==> src/rtl/message_generation_unit_if.sv <==
// Bundle of the message generation unit's vertex input, HBM read port and update output.
// The master modport is the unit itself; the slave modport is its surroundings.
interface message_generation_unit_if #(
    parameter int VPropWidth   = 32,
    parameter int EIndexWidth  = 32,
    parameter int EDegreeWidth = 32,
    parameter int AddrWidth    = 33,
    parameter int DataWidth    = 256
);
    localparam int UpdateWidth = AddrWidth + VPropWidth;

    logic [VPropWidth+EIndexWidth+EDegreeWidth-1:0] mgu_data;
    logic                                           mgu_ready;
    logic                                           mgu_resp;
    logic [1:0]                                     control;
    logic [AddrWidth-1:0]                           read_addr;
    logic [DataWidth-1:0]                           read_data;
    logic                                           start_rd;
    logic                                           end_rd;
    logic [UpdateWidth-1:0]                         update;
    logic                                           update_ready;
    logic                                           update_resp;
    logic                                           busy;

    modport master (
        input  mgu_data, mgu_ready, control, read_data, end_rd, update_resp,
        output mgu_resp, read_addr, start_rd, update, update_ready, busy
    );

    modport slave (
        output mgu_data, mgu_ready, control, read_data, end_rd, update_resp,
        input  mgu_resp, read_addr, start_rd, update, update_ready, busy
    );
endinterface

==> src/rtl/message_generation_unit.sv <==
// Walks an activated vertex's edge list in HBM and emits one {dest address, value} message per edge.
// Define MGU_WEIGHT_EN to let control 2'b11 (SSSP) use prop + weight; otherwise every mode uses prop + 1.
module message_generation_unit #(
    parameter int                   VPropWidth   = 32,
    parameter int                   EIndexWidth  = 32,
    parameter int                   EDegreeWidth = 32,
    parameter int                   AddrWidth    = 33,
    parameter int                   DataWidth    = 256,
    parameter logic [AddrWidth-1:0] EdgeBase     = 33'h1_0000_0000,
    parameter logic [AddrWidth-1:0] VertexBase   = 33'h0,
    parameter int                   UpdateWidth  = AddrWidth + VPropWidth
) (
    input  logic                       clk,
    input  logic                       reset,
    message_generation_unit_if.master  bus
);
    localparam int Entries = DataWidth / 64;

    typedef enum logic [2:0] {IDLE, FETCH, FETCH_WAIT, EMIT, EMIT_WAIT} state_t;

    state_t                   state_reg, state_next;
    logic [VPropWidth-1:0]    prop_reg, prop_next;
    logic [EIndexWidth-1:0]   cur_idx_reg, cur_idx_next;
    logic [EDegreeWidth-1:0]  remaining_reg, remaining_next;
    logic [1:0]               slot_reg, slot_next;
    logic [DataWidth-1:0]     word_reg, word_next;
    logic                     mgu_resp_reg, mgu_resp_next;
    logic                     start_rd_reg, start_rd_next;
    logic [AddrWidth-1:0]     read_addr_reg, read_addr_next;
    logic [UpdateWidth-1:0]   update_reg, update_next;
    logic                     update_ready_reg, update_ready_next;

    logic [VPropWidth-1:0]    in_prop;
    logic [EIndexWidth-1:0]   in_idx;
    logic [EDegreeWidth-1:0]  in_deg;
    assign in_prop = bus.mgu_data[VPropWidth+EIndexWidth+EDegreeWidth-1 -: VPropWidth];
    assign in_idx  = bus.mgu_data[EIndexWidth+EDegreeWidth-1 -: EIndexWidth];
    assign in_deg  = bus.mgu_data[EDegreeWidth-1:0];

    // Each 64-bit entry is {dest id[63:32], weight[31:0]}, entry 0 in the low bits.
    logic [31:0] dest_ids [Entries];
    genvar gi;
    generate
        for (gi = 0; gi < Entries; gi++) begin : g_entry
            assign dest_ids[gi] = word_reg[gi*64+32 +: 32];
        end
    endgenerate

`ifdef MGU_WEIGHT_EN
    logic [1:0]  control_reg, control_next;
    logic [31:0] weights [Entries];
    generate
        for (gi = 0; gi < Entries; gi++) begin : g_weight
            assign weights[gi] = word_reg[gi*64 +: 32];
        end
    endgenerate
`else
    logic [Entries-1:0] unused_weight_bits;
    logic               unused_control;
    generate
        for (gi = 0; gi < Entries; gi++) begin : g_weight_sink
            assign unused_weight_bits[gi] = ^word_reg[gi*64 +: 32];
        end
    endgenerate
    assign unused_control = ^bus.control;
`endif

    logic [AddrWidth-1:0]  fetch_addr, dest_addr;
    logic [VPropWidth:0]   sum;
    logic [VPropWidth-1:0] value;

    assign fetch_addr = EdgeBase + AddrWidth'({cur_idx_reg[EIndexWidth-1:2], 5'b0});
    assign dest_addr  = VertexBase + AddrWidth'({dest_ids[slot_reg], 5'b0});

    // The extra sum bit is the carry; any carry clamps the value to all-ones.
    always_comb begin
        sum = {1'b0, prop_reg} + (VPropWidth+1)'(1);
`ifdef MGU_WEIGHT_EN
        if (control_reg == 2'b11) begin
            sum = {1'b0, prop_reg} + (VPropWidth+1)'(weights[slot_reg]);
        end
`endif
        value = sum[VPropWidth] ? '1 : sum[VPropWidth-1:0];
    end

    always_ff @(posedge clk or posedge reset) begin
        if (reset) begin
            state_reg        <= IDLE;
            prop_reg         <= '0;
            cur_idx_reg      <= '0;
            remaining_reg    <= '0;
            slot_reg         <= '0;
            word_reg         <= '0;
            mgu_resp_reg     <= 1'b0;
            start_rd_reg     <= 1'b0;
            read_addr_reg    <= '0;
            update_reg       <= '0;
            update_ready_reg <= 1'b0;
`ifdef MGU_WEIGHT_EN
            control_reg      <= '0;
`endif
        end else begin
            state_reg        <= state_next;
            prop_reg         <= prop_next;
            cur_idx_reg      <= cur_idx_next;
            remaining_reg    <= remaining_next;
            slot_reg         <= slot_next;
            word_reg         <= word_next;
            mgu_resp_reg     <= mgu_resp_next;
            start_rd_reg     <= start_rd_next;
            read_addr_reg    <= read_addr_next;
            update_reg       <= update_next;
            update_ready_reg <= update_ready_next;
`ifdef MGU_WEIGHT_EN
            control_reg      <= control_next;
`endif
        end
    end

    always_comb begin
        state_next        = state_reg;
        prop_next         = prop_reg;
        cur_idx_next      = cur_idx_reg;
        remaining_next    = remaining_reg;
        slot_next         = slot_reg;
        word_next         = word_reg;
        mgu_resp_next     = 1'b0;
        start_rd_next     = 1'b0;
        read_addr_next    = read_addr_reg;
        update_next       = update_reg;
        update_ready_next = update_ready_reg;
`ifdef MGU_WEIGHT_EN
        control_next      = control_reg;
`endif
        case (state_reg)
            IDLE: begin
                // The producer still holds mgu_ready during our resp cycle; do not take it twice.
                if (bus.mgu_ready && !mgu_resp_reg) begin
                    prop_next      = in_prop;
                    cur_idx_next   = in_idx;
                    remaining_next = in_deg;
`ifdef MGU_WEIGHT_EN
                    control_next   = bus.control;
`endif
                    mgu_resp_next  = 1'b1;
                    if (in_deg != '0) begin
                        state_next = FETCH;
                    end
                end
            end
            FETCH: begin
                read_addr_next = fetch_addr;
                start_rd_next  = 1'b1;
                state_next     = FETCH_WAIT;
            end
            FETCH_WAIT: begin
                if (bus.end_rd) begin
                    word_next  = bus.read_data;
                    slot_next  = cur_idx_reg[1:0];
                    state_next = EMIT;
                end
            end
            EMIT: begin
                update_next       = {dest_addr, value};
                update_ready_next = 1'b1;
                state_next        = EMIT_WAIT;
            end
            EMIT_WAIT: begin
                if (bus.update_resp) begin
                    update_ready_next = 1'b0;
                    cur_idx_next      = cur_idx_reg + EIndexWidth'(1);
                    remaining_next    = remaining_reg - EDegreeWidth'(1);
                    if (remaining_reg == EDegreeWidth'(1)) begin
                        state_next = IDLE;
                    end else if (cur_idx_reg[1:0] == 2'b11) begin
                        state_next = FETCH;
                    end else begin
                        slot_next  = slot_reg + 2'd1;
                        state_next = EMIT;
                    end
                end
            end
            default: state_next = IDLE;
        endcase
    end

    assign bus.mgu_resp     = mgu_resp_reg;
    assign bus.start_rd     = start_rd_reg;
    assign bus.read_addr    = read_addr_reg;
    assign bus.update       = update_reg;
    assign bus.update_ready = update_ready_reg;
    assign bus.busy         = (state_reg != IDLE);
endmodule

==> src/flat_wrapper.sv <==
// flat-port wrapper written by rule: the top's interface ports become plain ports
module message_generation_unit_flat 
#(
    parameter int                   VPropWidth   = 32,
    parameter int                   EIndexWidth  = 32,
    parameter int                   EDegreeWidth = 32,
    parameter int                   AddrWidth    = 33,
    parameter int                   DataWidth    = 256,
    parameter logic [AddrWidth-1:0] EdgeBase     = 33'h1_0000_0000,
    parameter logic [AddrWidth-1:0] VertexBase   = 33'h0,
    parameter int                   UpdateWidth  = AddrWidth + VPropWidth
)
  (clk, reset, bus_mgu_data, bus_mgu_ready, bus_control, bus_read_data, bus_end_rd, bus_update_resp, bus_mgu_resp, bus_read_addr, bus_start_rd, bus_update, bus_update_ready, bus_busy);
  message_generation_unit_if #(.VPropWidth(VPropWidth), .EIndexWidth(EIndexWidth), .EDegreeWidth(EDegreeWidth), .AddrWidth(AddrWidth), .DataWidth(DataWidth)) bus_i ();
  input  logic clk;
  input  logic reset;
  input wire logic [$bits(bus_i.mgu_data)-1:0] bus_mgu_data;
  input wire logic [$bits(bus_i.mgu_ready)-1:0] bus_mgu_ready;
  input wire logic [$bits(bus_i.control)-1:0] bus_control;
  input wire logic [$bits(bus_i.read_data)-1:0] bus_read_data;
  input wire logic [$bits(bus_i.end_rd)-1:0] bus_end_rd;
  input wire logic [$bits(bus_i.update_resp)-1:0] bus_update_resp;
  output wire logic [$bits(bus_i.mgu_resp)-1:0] bus_mgu_resp;
  output wire logic [$bits(bus_i.read_addr)-1:0] bus_read_addr;
  output wire logic [$bits(bus_i.start_rd)-1:0] bus_start_rd;
  output wire logic [$bits(bus_i.update)-1:0] bus_update;
  output wire logic [$bits(bus_i.update_ready)-1:0] bus_update_ready;
  output wire logic [$bits(bus_i.busy)-1:0] bus_busy;
  assign bus_i.mgu_data = bus_mgu_data;
  assign bus_i.mgu_ready = bus_mgu_ready;
  assign bus_i.control = bus_control;
  assign bus_i.read_data = bus_read_data;
  assign bus_i.end_rd = bus_end_rd;
  assign bus_i.update_resp = bus_update_resp;
  assign bus_mgu_resp = bus_i.mgu_resp;
  assign bus_read_addr = bus_i.read_addr;
  assign bus_start_rd = bus_i.start_rd;
  assign bus_update = bus_i.update;
  assign bus_update_ready = bus_i.update_ready;
  assign bus_busy = bus_i.busy;
  message_generation_unit #(.VPropWidth(VPropWidth), .EIndexWidth(EIndexWidth), .EDegreeWidth(EDegreeWidth), .AddrWidth(AddrWidth), .DataWidth(DataWidth), .EdgeBase(EdgeBase), .VertexBase(VertexBase), .UpdateWidth(UpdateWidth)) u_core (.clk(clk), .reset(reset), .bus(bus_i));
endmodule
==> config.mk <==
export PLATFORM = sky130hd
export DESIGN_NAME = message_generation_unit_flat
export DESIGN_NICKNAME = d
export VERILOG_FILES = /design/src/rtl/message_generation_unit_if.sv /design/src/rtl/message_generation_unit.sv /design/src/flat_wrapper.sv
export SDC_FILE = /design/constraint.sdc
export NUM_CORES = 1
export LEC_CHECK = 0
export CAP_MARGIN = 20
export CORE_ASPECT_RATIO = 0.6
export CORE_UTILIZATION = 35
export DETAILED_ROUTE_END_ITERATION = 8
export GPL_TIMING_DRIVEN = 1
export PLACE_DENSITY = 0.72
export SLEW_MARGIN = 20
export SYNTH_ARGS = -nofsm -noshare
export SYNTH_HDL_FRONTEND = slang
export SYNTH_SLANG_ARGS = --single-unit
==> constraint.sdc <==
create_clock -name clk -period 10.8 [get_ports clk]
set_clock_uncertainty 0.05 [all_clocks]
set_input_delay 1.08 -clock clk [delete_from_list [all_inputs] [get_ports clk]]
set_output_delay 1.08 -clock clk [all_outputs]
set_load 0.02 [all_outputs]
# --- Word level (Yosys, flattened, before mapping) ---
# Cells that the tools add are included.
op_classes:
  reduce_logical: 14
  muxes: 27
  n_bitwise: 1
  n_eq_ne: 12
  magnitude_cmp: 1
  n_addsub: 5
ops:
  columns: ["op", "count"]
  rows:
  - ["two-way mux 32 bit", 5]
  - ["one-hot mux 32 bit (2 select lines)", 2]
  - ["binary-select mux 32 bit (select 2 bit)", 1]
  - ["two-way mux 28 bit", 2]
  - ["adder 32 x 1 -> 33 bit, second input constant", 1]
  - ["adder 33 bit, first input constant", 1]
  - ["adder 32 x 1 -> 32 bit, second input constant", 1]
  - ["equality test 32 x 1 -> 1 bit, second input constant", 1]
  - ["nonzero test 32 bit", 1]
  - ["subtractor 32 x 1 -> 32 bit, second input constant", 1]
  - ["two-way mux 3 bit", 5]
  - ["one-hot mux 3 bit (5 select lines)", 1]
  - ["two-way mux 2 bit", 5]
  - ["inequality test 2 bit, second input constant", 4]
  - ["equality test 3 x 2 -> 1 bit, second input constant", 2]
  - ["AND reduction 2 bit", 3]
  - ["nonzero test 2 bit", 3]
  - ["AND reduction 5 bit", 1]
  - ["two-way mux 1 bit", 4]
  - ["inequality test 2 x 1 -> 1 bit, second input constant", 2]
  - ["one-hot mux 2 bit (2 select lines)", 1]
  - ["AND reduction 4 bit", 1]
  - ["equality test 3 x 1 -> 1 bit, second input constant", 1]
  - ["equality test 3 bit, second input constant", 1]
  - ["10 further kinds", 10]
word_totals:
  input_bits: 359
  output_inout_bits: 102
  reg_bits: 453
  elab_cells: 71

# --- Longest topological paths before layout ---
# Gate-level depths: netlist of the first run.
depth:
  word_depth: 5
  ltp_mapped: 8
  depth_no_buf: 7

# --- Worst setup path before layout of the first run ---
# No wires, ideal clock.
synth_timing:
  kind: "input to register"
  startpoint: "input port bus_mgu_ready"
  endpoint: "register u_core.cur_idx_reg[23]"
  setup_ns: 0.129
  slack_ns: 8.171
  stages: 6
  arrival_time_ns: 2.449
  required_time_ns: 10.621
  cell_sequence: "or3b_1 a211o_1 clkbuf_1 clkbuf_1 nor4_1 nor3_1"
synth_between:
  elab_chain_cells: 3
synth_rtl:
  columns: ["item", "line", "rtl"]
  rows:
  - ["start, declared", "flat_wrapper.sv:18", "input wire logic [$bits(bus_i.mgu_ready)-1:0] bus_mgu_ready;"]
  - ["logical AND 1 bit", "message_generation_unit.sv:138", "if (bus.mgu_ready && !mgu_resp_reg) begin"]
  - ["inequality test 2 x 1 -> 1 bit (no source line)", null, null]
  - ["AND reduction 3 bit (no source line)", null, null]
  - ["end signal, assigned", "message_generation_unit.sv:105", "cur_idx_reg <= cur_idx_next;"]
  - ["end, declared", "message_generation_unit.sv:23", "logic [EIndexWidth-1:0] cur_idx_reg, cur_idx_next;"]
# Every way passes these cells.
# A chain may end at the register's enable or synchronous reset.

# --- Final worst setup path of the first run ---
layout_timing:
  startpoint: "input port bus_mgu_ready"
  endpoint: "register u_core.prop_reg[26]"
layout_between:
  elab_chain_cells: 2
layout_rtl:
  columns: ["item", "line", "rtl"]
  rows:
  - ["logical AND 1 bit", "message_generation_unit.sv:138", null]
  - ["AND reduction 2 bit (no source line)", null, null]
  - ["end signal, assigned", "message_generation_unit.sv:104", "prop_reg <= prop_next;"]
  - ["end, declared", "message_generation_unit.sv:22", "logic [VPropWidth-1:0] prop_reg, prop_next;"]
# Every way passes these cells.

==> results of run 1 <==
[layout make-up]
class,instances,area (um^2)
clock inverters,9,109
repair buffers,319,3170
well taps,531,664
clock buffers,46,902
diodes,2,5.00
multi-input cells,950,6470
fillers,3662,21600
inverters,15,63.8
flip-flops and latches,302,7560
[synth_stat cells (all sizes together), types with 8 or more instances]
master   count  share of area
or3         12         0.0052
a21oi       88          0.030
inv         15         0.0039
o22ai       15         0.0065
nand2      231          0.060
and4        14         0.0085
a31oi       12         0.0052
nor3        24         0.0094
o21ai       41          0.014
or4          9         0.0052
buf         41          0.015
dfrtp      302           0.52
mux4        28          0.044
xnor2       12         0.0073
o211ai       8         0.0042
nand4       24          0.010
nor2        87          0.023
a2bb2oi     13         0.0079
clkbuf      58          0.015
mux2       139           0.11
and3        10         0.0043
nor4        21         0.0095
xor2        12         0.0073
nand3       48          0.018
o22a        11         0.0067
[worst min-delay path: cells and delay by family, from the launching register on]
kind,cells,cell delay [ns]
flip-flops,1,0.34
AND/OR/NAND/NOR,2,0.10
[layout by cell type (no fill, tap or decap), types with 8 or more instances in the layout]
| cell type | synthesis | routed |
|---|---|---|
| and4_1 | 14 | 14 |
| nand2_1 | 230 | 230 |
| or3_1 | 12 | 12 |
| o21ai_0 | 41 | 41 |
| clkdlybuf4s50_1 | 0 | 302 |
| a31oi_1 | 12 | 12 |
| clkbuf_16 | 0 | 31 |
| a2bb2oi_1 | 13 | 13 |
| conb_1 | 1 | 10 |
| nor2_1 | 87 | 87 |
| dfrtp_1 | 302 | 300 |
| o22a_1 | 11 | 11 |
| mux2_2 | 139 | 139 |
| and3_1 | 10 | 10 |
| nor4_1 | 20 | 20 |
| nand4_1 | 24 | 24 |
| o211ai_1 | 8 | 8 |
| a21oi_1 | 88 | 88 |
| mux4_2 | 28 | 28 |
| xnor2_1 | 12 | 12 |
| o22ai_1 | 15 | 15 |
| xor2_1 | 12 | 12 |
| nor3_1 | 22 | 22 |
| inv_1 | 15 | 14 |
| buf_4 | 10 | 16 |
| clkbuf_1 | 58 | 8 |
| nand3_1 | 46 | 46 |
[where the power goes]
part	total [W]	switching, W	internal, W	leakage (nW)
Sequential	0.00221	0.000506	0.00170	3.56
Clock	0.00108	0.000458	0.000622	0.483
Combinational	0.00228	0.00112	0.00116	3.57
[worst paths after layout]
| path | from | endpoint | slack [ns] | depth (start not counted) |
|---|---|---|---|---|
| worst max-delay path | bus_mgu_ready | u_core.prop_reg[26] | 6.79 | 9 |
| worst min-delay path | u_core.bus.update[59] | u_core.bus.update[59] | 0.42 | 2 |
| worst max register to register | u_core.state_reg[2] | u_core.prop_reg[26] | 7.10 | 8 |
| worst min register to register | u_core.bus.update[59] | u_core.bus.update[59] | 0.42 | 2 |
| max in group asynchronous | reset | u_core.remaining_reg[12] | 7.82 | 5 |
| min in group asynchronous | reset | u_core.bus.update[21] | 1.06 | 2 |
[routing by layer]
metal | wire length, um | vias to the layer above | global-route usage
met5 | 0 | - | 0
met4 | 849 | 0 | 0.0415
met3 | 3010 | 48 | 0.0436
met2 | 18700 | 429 | 0.296
met1 | 19600 | 5827 | 0.293
li1 | - | 5396 | -
[logic make-up (layout without fill, tap and decap cells)]
family                     after synthesis  count (layout)  share of synthesized area
buffers and inverters                  114             389                     0.0340
other                                    1              12                   0.000259
DFF                                    302             302                      0.523
and+or+nand+nor                        508             508                      0.168
adders and majority gates                4               4                    0.00346
xor gates and xnor gates                24              24                     0.0145
AOI/OAI and AO/OA                      232             232                      0.101
muxes                                  172             172                      0.155
[stage by stage]
step	setup WS, ns	total power, W	area, um^2	util	instances
2_1_floorplan	1.32	0.00363	14500	-	1366
3_3_place_gp	6.19	0.00441	17900	0.441	2116
3_5_place_dp	6.24	0.00450	17900	0.441	2116
4_1_cts	6.83	0.00562	18900	0.466	2171
5_1_grt	6.56	0.00593	18900	0.467	2174
6_report	6.79	0.00557	18900	0.467	2174
==> flow_summary.json, run 1 <==
{
  "run_status": "complete, no violations",
  "worstSetupPathType": "in2reg",
  "drc": 0,
  "gp_congestion": 0.852,
  "layout-drive-gt1-share": 0.156,
  "drt_iter0_markers": 931,
  "synth_cell_types": 71,
  "first_pass_iters": 5,
  "cpLargestDelayFamily": "buffers and inverters",
  "synth-edff-count": 0,
  "post_drt_wl_per_cell_um": 19.4,
  "timing.fmax_mhz": 249,
  "io_pins": 461,
  "worst_ep_required_time_ns": 11.25,
  "grt_pass1_vias": 11300,
  "synth_area_um2": 14500,
  "drv_slew": 0,
  "vias_per_cell": 5.38,
  "start_util": 0.356,
  "fin_setup_tns_ns": 0,
  "rsz0062_at_grt": "no",
  "syn_inst": 1357,
  "area_growth_syn_to_layout_pct": 31.1,
  "clockBufferDepth": 3,
  "grt_pass1_wl_mm": 66.2,
  "clk_pin_slew_ns": 0.07,
  "clock-root-buffer": "clkbuf_16",
  "setup_viol": 0,
  "coreArea_um2": 40600,
  "clock-sinks": 302,
  "async_flop_share": 1.00,
  "cp_max_fo": 62,
  "grt_use_total": 0.198,
  "arrival_ns": 4.46,
  "tightest_slew_ns": 1.09,
  "port_buffers": 302,
  "postCtsHoldBufs": 0,
  "crit_chain": "clkdlybuf4s50_1 -> or3b_1 -> a211oi_4 -> buf_4 -> nand2_2 -> inv_1 -> buf_4 -> nand2_1 -> nand2_1",
  "start_kind": "input pin",
  "path_buf_inv": 4,
  "peakVddDrop_v": 0.000127,
  "drv_cap": 0,
  "die_w_um": 264,
  "dieArea_um2": 42100,
  "slowest_stage": "nand2_2",
  "nets": 1982,
  "gr-total-overflow": 0,
  "yosysWarnings": 0,
  "final_hold_viol_count": 0,
  "seq_area_frac_synth": 0.523,
  "cp_slowest_stage_delay_ns": 0.64,
  "grt_antenna_before_repair": 1,
  "leakagePower_nw": 7.62,
  "place_hpwl_mm": 29.1,
  "cts_resized": 0,
  "synth.avg_cell_area_um2": 10.6,
  "ant_nets": 0,
  "slew-limit-headroom": 0.272,
  "largest_reg_flops": 112,
  "ys_seq_elements": 302,
  "power_density_nw_per_um2": 294,
  "clk-insertion-delay-late_ns": 0.56,
  "drt_wl_total_mm": 42.1,
  "fin_crit_sh": 0.371,
  "numCtsBuffers": 31,
  "vias": 11700,
  "period_needed_ns": 4.01,
  "ys.flop_type": "dfrtp_1",
  "postCtsSetupRepairBufs": 0,
  "cts_tree": "done",
  "grt_max_degree": 119,
  "cts_max_level": 1,
  "num_rows": 57,
  "endpoint_kind": "flop",
  "hold_slack_ns": 0.421,
  "min_path_type": "reg2reg",
  "die_h_um": 159
}
(Power assumes the default switching activity.)
==> inputs of run 2 (changes only) <==
- PLACE_DENSITY: 0.72 -> 0.75
- clock period: 10.8 -> 3.6 ns (I/O delays scaled with it)
==> run 2 against run 1 <==
Effect of this change: sequential power grew to 3.0 times the previous value; register-to-register slack worse by 6.2 ns; final cell count rose by 0.18%; largest power group unchanged; critical path depth fell by 2; power rose to 3.0 times the previous value; global-route usage is 0.11 points higher; hold slack got worse by 0.31 ns; sequential share of layout area fell by 0.20 points; highest routed layer is now met5.
==> flow_summary.json, run 2 (synthesis gave the netlist of run 1 again) <==
{
  "period_needed_ns": 2.67,
  "fin_crit_sh": 0.741,
  "timing.fmax_mhz": 375,
  "final_cell_mix": "302 x clkdlybuf4s50_1, 300 x dfrtp_1, 230 x nand2_1, 139 x mux2_2, 88 x a21oi_1",
  "area_growth_syn_to_layout_pct": 31.8,
  "endpoint_kind": "flop",
  "place_hpwl_mm": 29.9,
  "grt_antenna_before_repair": 5,
  "arrival_ns": 3.09,
  "final_cells": 2178,
  "port_buffers": 302,
  "clock-root-buffer": "clkbuf_16",
  "seqCellArea_um2": 7560,
  "wl_met1_mm": 19.0,
  "drv_slew": 0,
  "post_drt_wl_per_cell_um": 19.2,
  "pre_cts_slack_ns": 0.793,
  "fin_ws_ns": 0.934,
  "fin_setup_tns_ns": 0,
  "clock-sinks": 302,
  "leakagePower_nw": 7.66,
  "gp_congestion": 0.888,
  "start_util": 0.356,
  "postCtsSetupRepairBufs": 0,
  "slew-limit-headroom": 0.339,
  "vias_per_cell": 5.40,
  "first_pass_iters": 6,
  "vias": 11800,
  "grt_pass1_wl_mm": 67.1,
  "num_rows": 57,
  "cts_tree": "done",
  "drt_iter0_markers": 1103,
  "worst_ep_required_time_ns": 4.02,
  "worstSetupPathType": "reg2reg",
  "die_h_um": 159,
  "rsz0062_at_grt": "no",
  "tightest_slew_ns": 0.992,
  "postCtsHoldBufs": 0,
  "grt_max_degree": 109,
  "grt_use_total": 0.199,
  "run_status": "complete, no violations",
  "stdcell_area_um2": 19000,
  "dieArea_um2": 42100,
  "drt_wl_total_mm": 41.9,
  "drc": 0,
  "io_pins": 461,
  "multi_input_area_um2": 6470,
  "drv_cap": 0,
  "final_common_cell": "clkdlybuf4s50_1",
  "place_area_um2": 18000,
  "route.met2.wl_mm": 19.1,
  "wl_met3_mm": 2.99,
  "coreArea_um2": 40600,
  "filler_cell_count": 3664,
  "clk-insertion-delay-late_ns": 0.57,
  "numCtsBuffers": 31,
  "cp_max_fo": 9,
  "die_w_um": 264,
  "min_path_type": "in2async",
  "peakVddDrop_v": 0.000342,
  "largest_reg_flops": 112,
  "grt_pass1_vias": 11800,
  "dp_cells": 2123,
  "dr.max_layer_used": "met5",
  "nets": 1988,
  "cts_max_level": 1,
  "clockBufferDepth": 3,
  "start_kind": "flop",
  "cts_resized": 0,
  "setup_viol": 0,
  "clk_pin_slew_ns": 0.07,
  "ant_nets": 0,
  "gr-total-overflow": 0,
  "hold_slack_ns": 0.111,
  "layout-drive-gt1-share": 0.159,
  "power_density_nw_per_um2": 882,
  "final_hold_viol_count": 0
}
==> run 2: cell types whose count changed in the layout (fill, tap and decap cells not counted), sizes merged <==
cell and delta:
clkinv +1, buf +6, diode +2, bufinv +2, clkbuf -7
==> run 2: worst max-delay path, stage by stage, from the launching register on <==
cell      delay [ns]
dfrtp_1         0.51
ha_1            0.20
buf_4           0.16
and3_1          0.28
nand3_1         0.42
nor4_1          0.54
a211oi_1        0.13
nor4_1          0.27
==> run 2: path summary, 6_finish.rpt <==
kind	from	to	slack, ns	depth (start not counted)
max in group asynchronous	reset	u_core.cur_idx_reg[7]	2.40	3
min in group clk	bus_mgu_data[87]	u_core.prop_reg[23]	0.28	3
worst min register to register	u_core.bus.update[39]	u_core.bus.update[39]	0.43	2
worst min-delay path	reset	u_core.word_reg[51]	0.11	2
worst max-delay path	u_core.cur_idx_reg[0]	u_core.cur_idx_reg[28]	0.93	7
worst max register to register	u_core.cur_idx_reg[0]	u_core.cur_idx_reg[28]	0.93	7
==> run 2: routing by layer <==
layer,up-vias,track usage
li1,5416,-
met1,5869,0.286
met2,421,0.308
met3,53,0.0442
met4,2,0.0394
met5,-,0
==> run 2: layout make-up <==
type,instances,share of cell area
repair buffers,325,0.172
clock inverters,12,0.00900
clock buffers,39,0.0439
flip-flops and latches,302,0.397
multi-input cells,950,0.340
well taps,531,0.0349
diodes,4,0.000526
inverters,15,0.00315
==> run 2: power breakdown <==
part           total (W)  internal, W  switching, W  leakage, nW
clock network    0.00328      0.00191       0.00137        0.487
registers        0.00664      0.00510       0.00154         3.56
logic            0.00686      0.00352       0.00334         3.61
total             0.0168       0.0105       0.00625         7.66
==> run 2: metrics by stage <==
stage / util / total power, W
2_1_floorplan: - / 0.0109
3_3_place_gp: 0.444 / 0.0133
3_5_place_dp: 0.444 / 0.0136
4_1_cts: 0.469 / 0.0170
5_1_grt: 0.469 / 0.0179
6_report: 0.469 / 0.0168
